$ cat src/rtl/apb_ext_window_bridge_pkg.sv
// Shared types and helpers for the APB external-window bridge.
// Holds the FSM encoding, strobe-to-bit-mask expansion and channel-field sizing.
package apb_ext_window_bridge_pkg;

    typedef enum logic [1:0] {
        ST_IDLE = 2'd0,
        ST_REQ  = 2'd1,
        ST_WAIT = 2'd2,
        ST_RESP = 2'd3
    } state_t;

    // Widest strobe vector the helper handles (256-bit data)
    localparam int MAX_STRB = 32;

    function automatic logic [MAX_STRB*8-1:0] strb_to_biten(input logic [MAX_STRB-1:0] strb);
        logic [MAX_STRB*8-1:0] mask;
        mask = '0;
        for (int i = 0; i < MAX_STRB; i++) begin
            mask[i*8 +: 8] = {8{strb[i]}};
        end
        return mask;
    endfunction

    // A single window still needs a 1-bit field so "ch >= NUM_CH" catches the next window up
    function automatic int ch_bits(input int n);
        return (n <= 1) ? 1 : $clog2(n);
    endfunction

endpackage

$ cat src/rtl/apb_ext_ack_timer.sv
// Saturating ack watchdog: counts enabled cycles, expired flags the LIMIT-th one.
// Single-cycle clear/enable, no backpressure; present only with APB_EXT_TIMEOUT_EN.
module apb_ext_ack_timer #(
    parameter int LIMIT = 255
) (
    input  logic clk,
    input  logic rst,
    input  logic clr,
    input  logic en,
    output logic expired
);

    localparam int CW = $clog2(LIMIT + 1);

    logic [CW-1:0] cnt;

    always_ff @(posedge clk or negedge rst) begin
        if (!rst) begin
            cnt <= '0;
        end else if (clr) begin
            cnt <= '0;
        end else if (en && (cnt != CW'(LIMIT))) begin
            cnt <= cnt + 1'b1;
        end
    end

    // High during the LIMIT-th enabled cycle so the caller can leave on that edge
    assign expired = en && (cnt >= CW'(LIMIT - 1));

endmodule

$ cat src/rtl/apb_ext_window_bridge.sv
// APB slave mapping NUM_CH windows onto external reg-block ports; 3-cycle minimum access, pready held off until the matching ack.
// Optional ack watchdog when APB_EXT_TIMEOUT_EN is defined; unmapped addresses answer at once with pslverr.
module apb_ext_window_bridge #(
    parameter int ADDR_W  = 15,
    parameter int DATA_W  = 32,
    parameter int NUM_CH  = 4,
    parameter int WIN_AW  = 10,
    parameter int TIMEOUT = 255
) (
    input  logic                           clk,
    input  logic                           rst,
    input  logic                           s_apb_psel,
    input  logic                           s_apb_penable,
    input  logic                           s_apb_pwrite,
    input  logic [2:0]                     s_apb_pprot,
    input  logic [ADDR_W-1:0]              s_apb_paddr,
    input  logic [DATA_W-1:0]              s_apb_pwdata,
    input  logic [DATA_W/8-1:0]            s_apb_pstrb,
    output logic                           s_apb_pready,
    output logic [DATA_W-1:0]              s_apb_prdata,
    output logic                           s_apb_pslverr,
    output logic [NUM_CH-1:0]              hwif_out_ext_req,
    output logic                           hwif_out_ext_req_is_wr,
    output logic [WIN_AW-1:0]              hwif_out_ext_addr,
    output logic [DATA_W-1:0]              hwif_out_ext_wr_data,
    output logic [DATA_W-1:0]              hwif_out_ext_wr_biten,
    input  logic [NUM_CH-1:0]              hwif_in_ext_rd_ack,
    input  logic [NUM_CH-1:0]              hwif_in_ext_wr_ack,
    input  logic [NUM_CH-1:0][DATA_W-1:0]  hwif_in_ext_rd_data
);

    import apb_ext_window_bridge_pkg::*;

    localparam int CH_W = ch_bits(NUM_CH);

    state_t             state_q, state_d;
    logic [CH_W-1:0]    ch_q;
    logic               err_q;
    logic [DATA_W-1:0]  rdata_q;
    logic [CH_W-1:0]    dec_ch;
    logic               upper_nz;
    logic               dec_unmapped;
    logic               access;
    logic               ack_hit;
    logic               tmo;
    logic               unused_pprot;

    assign unused_pprot = ^s_apb_pprot;

    assign dec_ch = s_apb_paddr[WIN_AW +: CH_W];

    generate
        if (ADDR_W > WIN_AW + CH_W) begin : g_upper
            assign upper_nz = |s_apb_paddr[ADDR_W-1:WIN_AW+CH_W];
        end else begin : g_no_upper
            assign upper_nz = 1'b0;
        end
    endgenerate

    // Widened compare keeps the range check meaningful when NUM_CH is a power of two
    assign dec_unmapped = upper_nz || ({1'b0, dec_ch} >= (CH_W+1)'(NUM_CH));
    assign access       = s_apb_psel && s_apb_penable;
    assign ack_hit      = hwif_out_ext_req_is_wr ? hwif_in_ext_wr_ack[ch_q]
                                                 : hwif_in_ext_rd_ack[ch_q];

`ifdef APB_EXT_TIMEOUT_EN
    apb_ext_ack_timer #(
        .LIMIT (TIMEOUT)
    ) u_ack_timer (
        .clk     (clk),
        .rst     (rst),
        .clr     (state_q != ST_WAIT),
        .en      (state_q == ST_WAIT),
        .expired (tmo)
    );
`else
    localparam int unused_timeout = TIMEOUT;
    assign tmo = 1'b0;
`endif

    always_comb begin
        state_d = state_q;
        case (state_q)
            ST_IDLE: if (access) state_d = dec_unmapped ? ST_RESP : ST_REQ;
            ST_REQ:  state_d = ack_hit ? ST_RESP : ST_WAIT;
            ST_WAIT: if (ack_hit || tmo) state_d = ST_RESP;
            ST_RESP: state_d = ST_IDLE;
            default: state_d = ST_IDLE;
        endcase
    end

    always_ff @(posedge clk or negedge rst) begin
        if (!rst) begin
            state_q                <= ST_IDLE;
            ch_q                   <= '0;
            err_q                  <= 1'b0;
            rdata_q                <= '0;
            hwif_out_ext_req_is_wr <= 1'b0;
            hwif_out_ext_addr      <= '0;
            hwif_out_ext_wr_data   <= '0;
            hwif_out_ext_wr_biten  <= '0;
        end else begin
            state_q <= state_d;
            case (state_q)
                ST_IDLE: begin
                    if (access) begin
                        ch_q                   <= dec_ch;
                        err_q                  <= dec_unmapped;
                        rdata_q                <= '0;
                        hwif_out_ext_req_is_wr <= s_apb_pwrite;
                        hwif_out_ext_addr      <= s_apb_paddr[WIN_AW-1:0];
                        hwif_out_ext_wr_data   <= s_apb_pwdata;
                        hwif_out_ext_wr_biten  <= DATA_W'(strb_to_biten(MAX_STRB'(s_apb_pstrb)));
                    end
                end
                ST_REQ, ST_WAIT: begin
                    if (ack_hit) begin
                        if (!hwif_out_ext_req_is_wr) rdata_q <= hwif_in_ext_rd_data[ch_q];
                    end else if (tmo) begin
                        err_q <= 1'b1;
                    end
                end
                default: ;
            endcase
        end
    end

    assign s_apb_pready     = (state_q == ST_RESP);
    assign s_apb_pslverr    = s_apb_pready && err_q;
    assign s_apb_prdata     = s_apb_pready ? rdata_q : '0;
    assign hwif_out_ext_req = (state_q == ST_REQ) ? (NUM_CH'(1) << ch_q) : '0;

endmodule

$ cat config.mk
export PLATFORM = sky130hd
export DESIGN_NAME = apb_ext_window_bridge
export DESIGN_NICKNAME = d
export VERILOG_FILES = /design/src/rtl/apb_ext_window_bridge_pkg.sv /design/src/rtl/apb_ext_ack_timer.sv /design/src/rtl/apb_ext_window_bridge.sv
export SDC_FILE = /design/constraint.sdc
export NUM_CORES = 1
export LEC_CHECK = 0
export CAP_MARGIN = 20
export CORE_ASPECT_RATIO = 1.1
export CORE_MARGIN = 2
export CORE_UTILIZATION = 33
export DETAILED_ROUTE_END_ITERATION = 16
export GPL_ROUTABILITY_DRIVEN = 0
export PLACE_DENSITY = 0.86
export SKIP_LAST_GASP = 1
export SYNTH_ARGS = -nofsm -noshare
export SYNTH_HDL_FRONTEND = slang
export SYNTH_SLANG_ARGS = --single-unit
$ cat constraint.sdc
create_clock -name clk -period 1.7 [get_ports clk]
set_input_delay 0.34 -clock clk [delete_from_list [all_inputs] [get_ports clk]]
set_output_delay 0.34 -clock clk [all_outputs]
set_load 0.02 [all_outputs]
==> out/metrics.cfg, run 1 <==
[global_routing]
grt_usage_pct = 19.7
overflow = 0
antenna_found_initial = 0
grt_max_degree = 85
grt_pass1_wl_mm = 22.5
grt_pass1_vias = 4364

[clocking]
insertion_delay_ns = 0.33
tritoncts = done
htreeDepth = 3
ctsHoldBuffers = 0
clock-sinks = 84
clkTransAtPathRegs_ns = 0.06
cts_buffer_depth = 2
cts_made_buffers = 9
root_buffer = clkbuf_16

[die]
die_x_um = 117
fp-row-count = 45
die_h_um = 128
io_pins = 308
die-area_um2 = 15000
fp.coreArea_um2 = 13700
start_util_pct = 33.6

[sta]
fin_skew_ns = 0.0104
period_share_pct = 107
relSlewSlack_pct = 69.5
rsz0062_at_grt = yes
tightest_slew_ns = 0.458
finalHoldViolCount = 0
finalMaxSlewViolations = 0
tns_ns = -2.30
setup_viol = 53
setup_slack_ns = -0.125
period_needed_ns = 1.82
fmax_ghz = 0.548

[worst_setup_path]
max_stage_delay_ns = 0.40
critPathKind = flop to output port
r2r-start = ch_q[1]
critPathCaptureType = output port
path_max_fanout = 5
r2r-end = state_q[0]
path_cells = inv_1, ha_2, nor3b_2, buf_2
worstPathRequired_ns = 1.36
arrival_ns = 1.48
cpMaxStageDelayCell = dfrtp_1
reg2regPathDepth = 6
worst_setup_path_start_kind = flop
r2r_slack_ns = -0.08

[synthesis]
synth_top_area_share_pct = 45.5
synth_fa_ha_area_share_pct = 1.08
async_flop_share_pct = 100
synth_flop_cell = dfrtp_1
synthCells = 328
synth_area_um2 = 4620
yosysTopAreaCell = dfrtp_1
synth-xor-area-share_pct = 0
synthTopCellsByArea = dfrtp_1 45%, mux4_2 17%, mux2_2 13%, a32o_1 6.7%, buf_4 4.9%
synth_compound_area_share_pct = 9.07
ys_types = 31
ys_ff_latch = 84
synth_seq_area_share_pct = 45.5
synth_warnings = 0
synth_edf_count = 0
synth.net_count = 527
yosys.area_share.simple_pct = 5.87
synth_top_family_by_area = multiplexers
avgSynthCellArea_um2 = 14.1
synthMuxAreaShare_pct = 30.4

[run]
drv_cap = 0

[pwr]
peakVddDrop_mv = 1.05
leakagePower_nw = 3.55
power.density_nw_per_um2 = 1720

[place]
dpl.hpwl_mm = 12.0
preCtsSetupSlack_ns = -0.325
dpl.cell_count = 786
portBuffers = 304

[drt]
firstDrtPassIters = 4
wl_mm = 15.9
vias = 4026
drc = 0
avgViaCountPerCell = 4.93
drtIter0Drc = 116
wl_per_cell_um = 19.4
ant_nets = 0

[outcome]
violations = negative setup slack
status = finished, violations left

[layout]
nNetsFinal = 822
filler_cell_count = 1156
mostFrequentLayoutCell = clkdlybuf4s50_1
register_area_um2 = 2100
synthToLayoutAreaGrowth_pct = 77.4
multiInputGateArea_um2 = 2200
final_cells = 816
layout_common_cells = 227 x clkdlybuf4s50_1, 82 x dfrtp_1, 52 x mux2_2
n_antenna_cell = 0
final_layout_size_suffix_gt1_share_pct = 30.6

[hold_path]
hold_path_class = input port to asynchronous set/reset pin

==> what timing repair did <==
item / CTS / global route
buffers inserted: 3 / 4
resized for setup: 211 / 19
cloned: 1 / 6
pin swaps: 4 / 6
setup endpoints to repair: 154 / 125
==> cells in the mapped netlist (4+ instances only) <==
library cell / instances
buf_2: 4
clkbuf_1: 13
buf_6: 5
buf_4: 30
ha_1: 4
dfrtp_1: 84
mux4_2: 34
o21ai_0: 4
mux2i_1: 4
nor2_1: 6
and2_1: 33
a32o_1: 31
inv_1: 4
mux2_2: 52
==> worst max-delay path: cells and delay by family (launching register included) <==
| kind | cells | cell delay [ns] |
|---|---|---|
| simple gates | 1 | 0.22 |
| flops | 1 | 0.40 |
| fa+ha+maj | 1 | 0.23 |
| buf+inv | 2 | 0.30 |
==> layer usage <==
layer	track usage, %	vias to the layer above	part of all wire (%)
met5	0	-	0
met4	5.81	0	2.1
met1	20.8	2014	36
met2	37.1	170	54
met3	5.86	29	7.9
li1	-	1813	-
==> registers in the layout, summed over array words and instances, names as in the netlist <==
signal,cells
hwif_out_ext_wr_data,32
rdata_q,32
hwif_out_ext_addr,10
hwif_out_ext_wr_biten,4
ch_q,2
state_q,2
err_q,1
hwif_out_ext_req_is_wr,1
==> through the flow <==
step,util (%),power (mW),instance area (um2),hold slack (ns)
after floorplan,-,8.89,4630,0.0444
after global placement,56.8,12.0,7800,0.401
after detailed placement,56.8,12.3,7800,0.413
after CTS,58.1,13.9,7980,0.0521
after global routing,59.7,14.9,8200,0.0594
final,59.7,14.1,8200,0.0327
==> worst max-delay path by stage <==
stage          slack (ns)  cells after the start                   to                  start
5_1_grt             -0.16                      4  hwif_out_ext_req[0]             state_q[1]
3_5_place_dp        -0.32                      5           state_q[0]  hwif_in_ext_rd_ack[0]
6_report            -0.12                      4  hwif_out_ext_req[0]             state_q[1]
4_1_cts             -0.18                      4  hwif_out_ext_req[0]             state_q[1]
3_3_place_gp        -0.27                      5           state_q[0]  hwif_in_ext_rd_ack[0]
2_1_floorplan       -0.02                      5              ch_q[0]             state_q[0]
==> cell families (layout without fill, tap and decap cells) <==
logic type / count (synthesis) / in the layout
AOI/OAI and AO/OA: 45 / 45
DFF: 84 / 84
adders and majority gates: 4 / 4
and+or+nand+nor: 46 / 46
buffers and inverters: 58 / 358
muxes: 91 / 91
==> where the power goes <==
group	switching (mW)	internal, mW
Clock	0.795	1.03
Combinational	4.25	4.54
Sequential	0.607	2.89
==> layout make-up <==
| type | instances | share of cell area, % |
|---|---|---|
| Tap cell | 188 | 2.87 |
| Sequential cell | 84 | 25.7 |
| Clock inverter | 5 | 0.427 |
| Inverter | 4 | 0.183 |
| Multi-Input combinational cell | 186 | 26.8 |
| Timing Repair Buffer | 338 | 41.1 |
| Clock buffer | 11 | 2.96 |
(Power assumes the default switching activity.)
==> run 2, diff against run 1 <==
PLACE_DENSITY = 0.78   (was 0.86)
==> run 2 against run 1 <==
Compared with the run above: the flow still finishes with violations (negative setup slack); global-route usage shrank 0.36 points; design area fell by 1.2%; maximum frequency rose by 1.5%; power increased by 2.1%; critical path type unchanged; highest routed layer unchanged.
==> out/metrics.cfg, run 2 (synthesis results as in run 1) <==
[global_routing]
use_met2_pct = 35.2  ; was 37.1%
grt_max_degree = 85  ; unchanged
top_usage_layer = met2  ; unchanged
grt_use_met3_pct = 5.91  ; was 5.86%
overflow = 0  ; unchanged
grt_pass1_wl_mm = 22.2  ; was 22.5 mm
grt_util_met1_pct = 21.4  ; was 20.8%
grt_usage_pct = 19.3  ; was 19.7%
antenna_found_initial = 0  ; unchanged
grt_pass1_vias = 4250  ; was 4364

[place]
portBuffers = 304  ; unchanged
placed_area_um2 = 7840  ; was 7800 um2
dpl.hpwl_mm = 11.8  ; was 12.0 mm

[pwr]
p_total_mw = 14.4  ; was 14.1 mW
leakagePower_nw = 3.47  ; was 3.55 nW
peakVddDrop_mv = 1.05  ; about the same
power.density_nw_per_um2 = 1780  ; was 1720 nW/um2

[layout]
layout_common_cells = 231 x clkdlybuf4s50_1, 82 x dfrtp_1, 51 x mux2_2  ; was 227 x clkdlybuf4s50_1, 82 x dfrtp_1, 52 x mux2_2
synthToLayoutAreaGrowth_pct = 75.3  ; was 77.4%
design_area_um2 = 8100  ; was 8200 um2
nNetsFinal = 817  ; was 822
reg_top3 = hwif_out_ext_wr_data: 32 flops, rdata_q: 32 flops, hwif_out_ext_addr: 10 flops  ; unchanged
final_layout_size_suffix_gt1_share_pct = 30.3  ; was 30.6%
n_antenna_cell = 0  ; unchanged
mostFrequentLayoutCell = clkdlybuf4s50_1  ; unchanged

[die]
fp-row-count = 45  ; unchanged
fp.coreArea_um2 = 13700  ; unchanged
die-area_um2 = 15000  ; unchanged
die_x_um = 117  ; unchanged
start_util_pct = 33.6  ; unchanged
io_pins = 308  ; unchanged
die_h_um = 128  ; unchanged

[drt]
wl_per_cell_um = 19.0  ; was 19.4 um
wl_mm = 15.4  ; was 15.9 mm
avgViaCountPerCell = 4.88  ; was 4.93
drtIter0Drc = 184  ; was 116
vias = 3954  ; was 4026
firstDrtPassIters = 4  ; unchanged
ant_nets = 0  ; unchanged
drc = 0  ; unchanged

[worst_setup_path]
critPathCaptureType = output port  ; unchanged
critPathKind = flop to output port  ; unchanged
path_max_fanout = 34  ; was 5
worst_setup_path_start_kind = flop  ; unchanged
cpMaxStageDelayCell = dfrtp_1  ; unchanged
max_stage_delay_ns = 0.42  ; was 0.40 ns
arrival_ns = 1.46  ; was 1.48 ns
path_cells = ha_2, buf_12, and2_1, buf_4  ; was inv_1, ha_2, nor3b_2, buf_2
worstPathRequired_ns = 1.36  ; about the same

[sta]
rsz0062_at_grt = yes  ; unchanged
finalHoldViolCount = 0  ; unchanged
setup_slack_ns = -0.0976  ; was -0.125 ns
fmax_ghz = 0.556  ; was 0.548 GHz
fin_skew_ns = 0.00881  ; was 0.0104 ns
period_share_pct = 106  ; was 107%
relSlewSlack_pct = 69.7  ; was 69.5%
tightest_slew_ns = 0.455  ; was 0.458 ns
setup_viol = 70  ; was 53
tns_ns = -3.64  ; was -2.30 ns
period_needed_ns = 1.80  ; was 1.82 ns
finalMaxSlewViolations = 0  ; unchanged

[clocking]
root_buffer = clkbuf_16  ; unchanged
cts_buffer_depth = 2  ; unchanged
clkTransAtPathRegs_ns = 0.06  ; about the same
tritoncts = done  ; unchanged
insertion_delay_ns = 0.33  ; about the same
clock-sinks = 84  ; unchanged
htreeDepth = 3  ; unchanged
cts_made_buffers = 9  ; unchanged
ctsHoldBuffers = 0  ; unchanged

[outcome]
violations = negative setup slack  ; unchanged
status = finished, violations left  ; unchanged

[hold_path]
hold_path_class = input port to asynchronous set/reset pin  ; unchanged

[run]
drv_cap = 0  ; unchanged

==> run 2: cell types whose count changed in the layout (fill, tap and decap cells not counted), moves of 2 or more <==
cell	change
dlymetal6s2s_1	-4
clkdlybuf4s50_1	+4
bufinv_16	+2
buf_4	-3
buf_12	-2
buf_2	+5
nor2_2	-2
clkbuf_16	-4
clkinv_2	-2
nor2_4	+2
==> run 2: metal layers <==
metal	vias up	routed length, um
li1	1802	-
met1	1967	5520
met2	165	8290
met3	20	1280
met4	0	291
met5	-	0
==> run 2: where the power goes <==
part | internal [mW] | switching, mW
clock | 1.34 | 0.833
sequential | 2.89 | 0.569
combinational | 4.50 | 4.28
total | 8.73 | 5.68
==> run 2: metrics by stage <==
step,util [%],setup WS [ns],instances,hold slack [ns]
2_1_floorplan,-,-0.0213,328,0.0444
3_3_place_gp,56.9,-0.623,788,0.406
3_5_place_dp,57.0,-0.318,789,0.416
4_1_cts,58.4,-0.0831,809,0.0540
5_1_grt,59.0,-0.146,811,0.0688
6_report,59.0,-0.0976,811,0.0254
==> run 2: what timing repair did <==
action / 4_1_cts / 5_1_grt
gates resized for setup: 208 / 14
setup buffers: 4 / 1
cloned: 0 / 1
endpoints found under the setup margin: 105 / 90
pin swaps: 2 / 1
==> run 2: cell type report <==
class	instances	area [um2]
flip-flops and latches	84	2100
repair buffers	333	3200
clock inverters	6	95.1
fillers	1185	5640
clock buffers	10	239
multi-input cells	186	2210
inverters	4	15.0
well taps	188	235
==> run 2: critical path, delay by kind of cell, from the launching register on <==
kind,cells,cell delay [ns]
AND/OR/NAND/NOR,1,0.17
flip-flops,1,0.42
buffers and inverters,2,0.31
adder cells (fa/ha/maj),1,0.22
==> run 2: final timing paths <==
path | cells past startpoint | startpoint | to | slack (ns)
max in group asynchronous | 2 | rst | ch_q[1] | 1.31
max | 4 | state_q[0] | s_apb_prdata[6] | -0.1
min | 2 | rst | hwif_out_ext_wr_data[10] | 0.03
min in group clk | 1 | rdata_q[24] | rdata_q[24] | 0.48
max reg2reg | 5 | ch_q[1] | state_q[0] | -0.09
min reg2reg | 1 | rdata_q[24] | rdata_q[24] | 0.48
==> run 3, diff against run 2 <==
SYNTH_HIERARCHICAL = 1   (was unset)
==> results of run 3 <==
Final layout, timing and power as in run 2 (identical DEF).
Among the figures that moved: Yosys warning count 0 -> 6
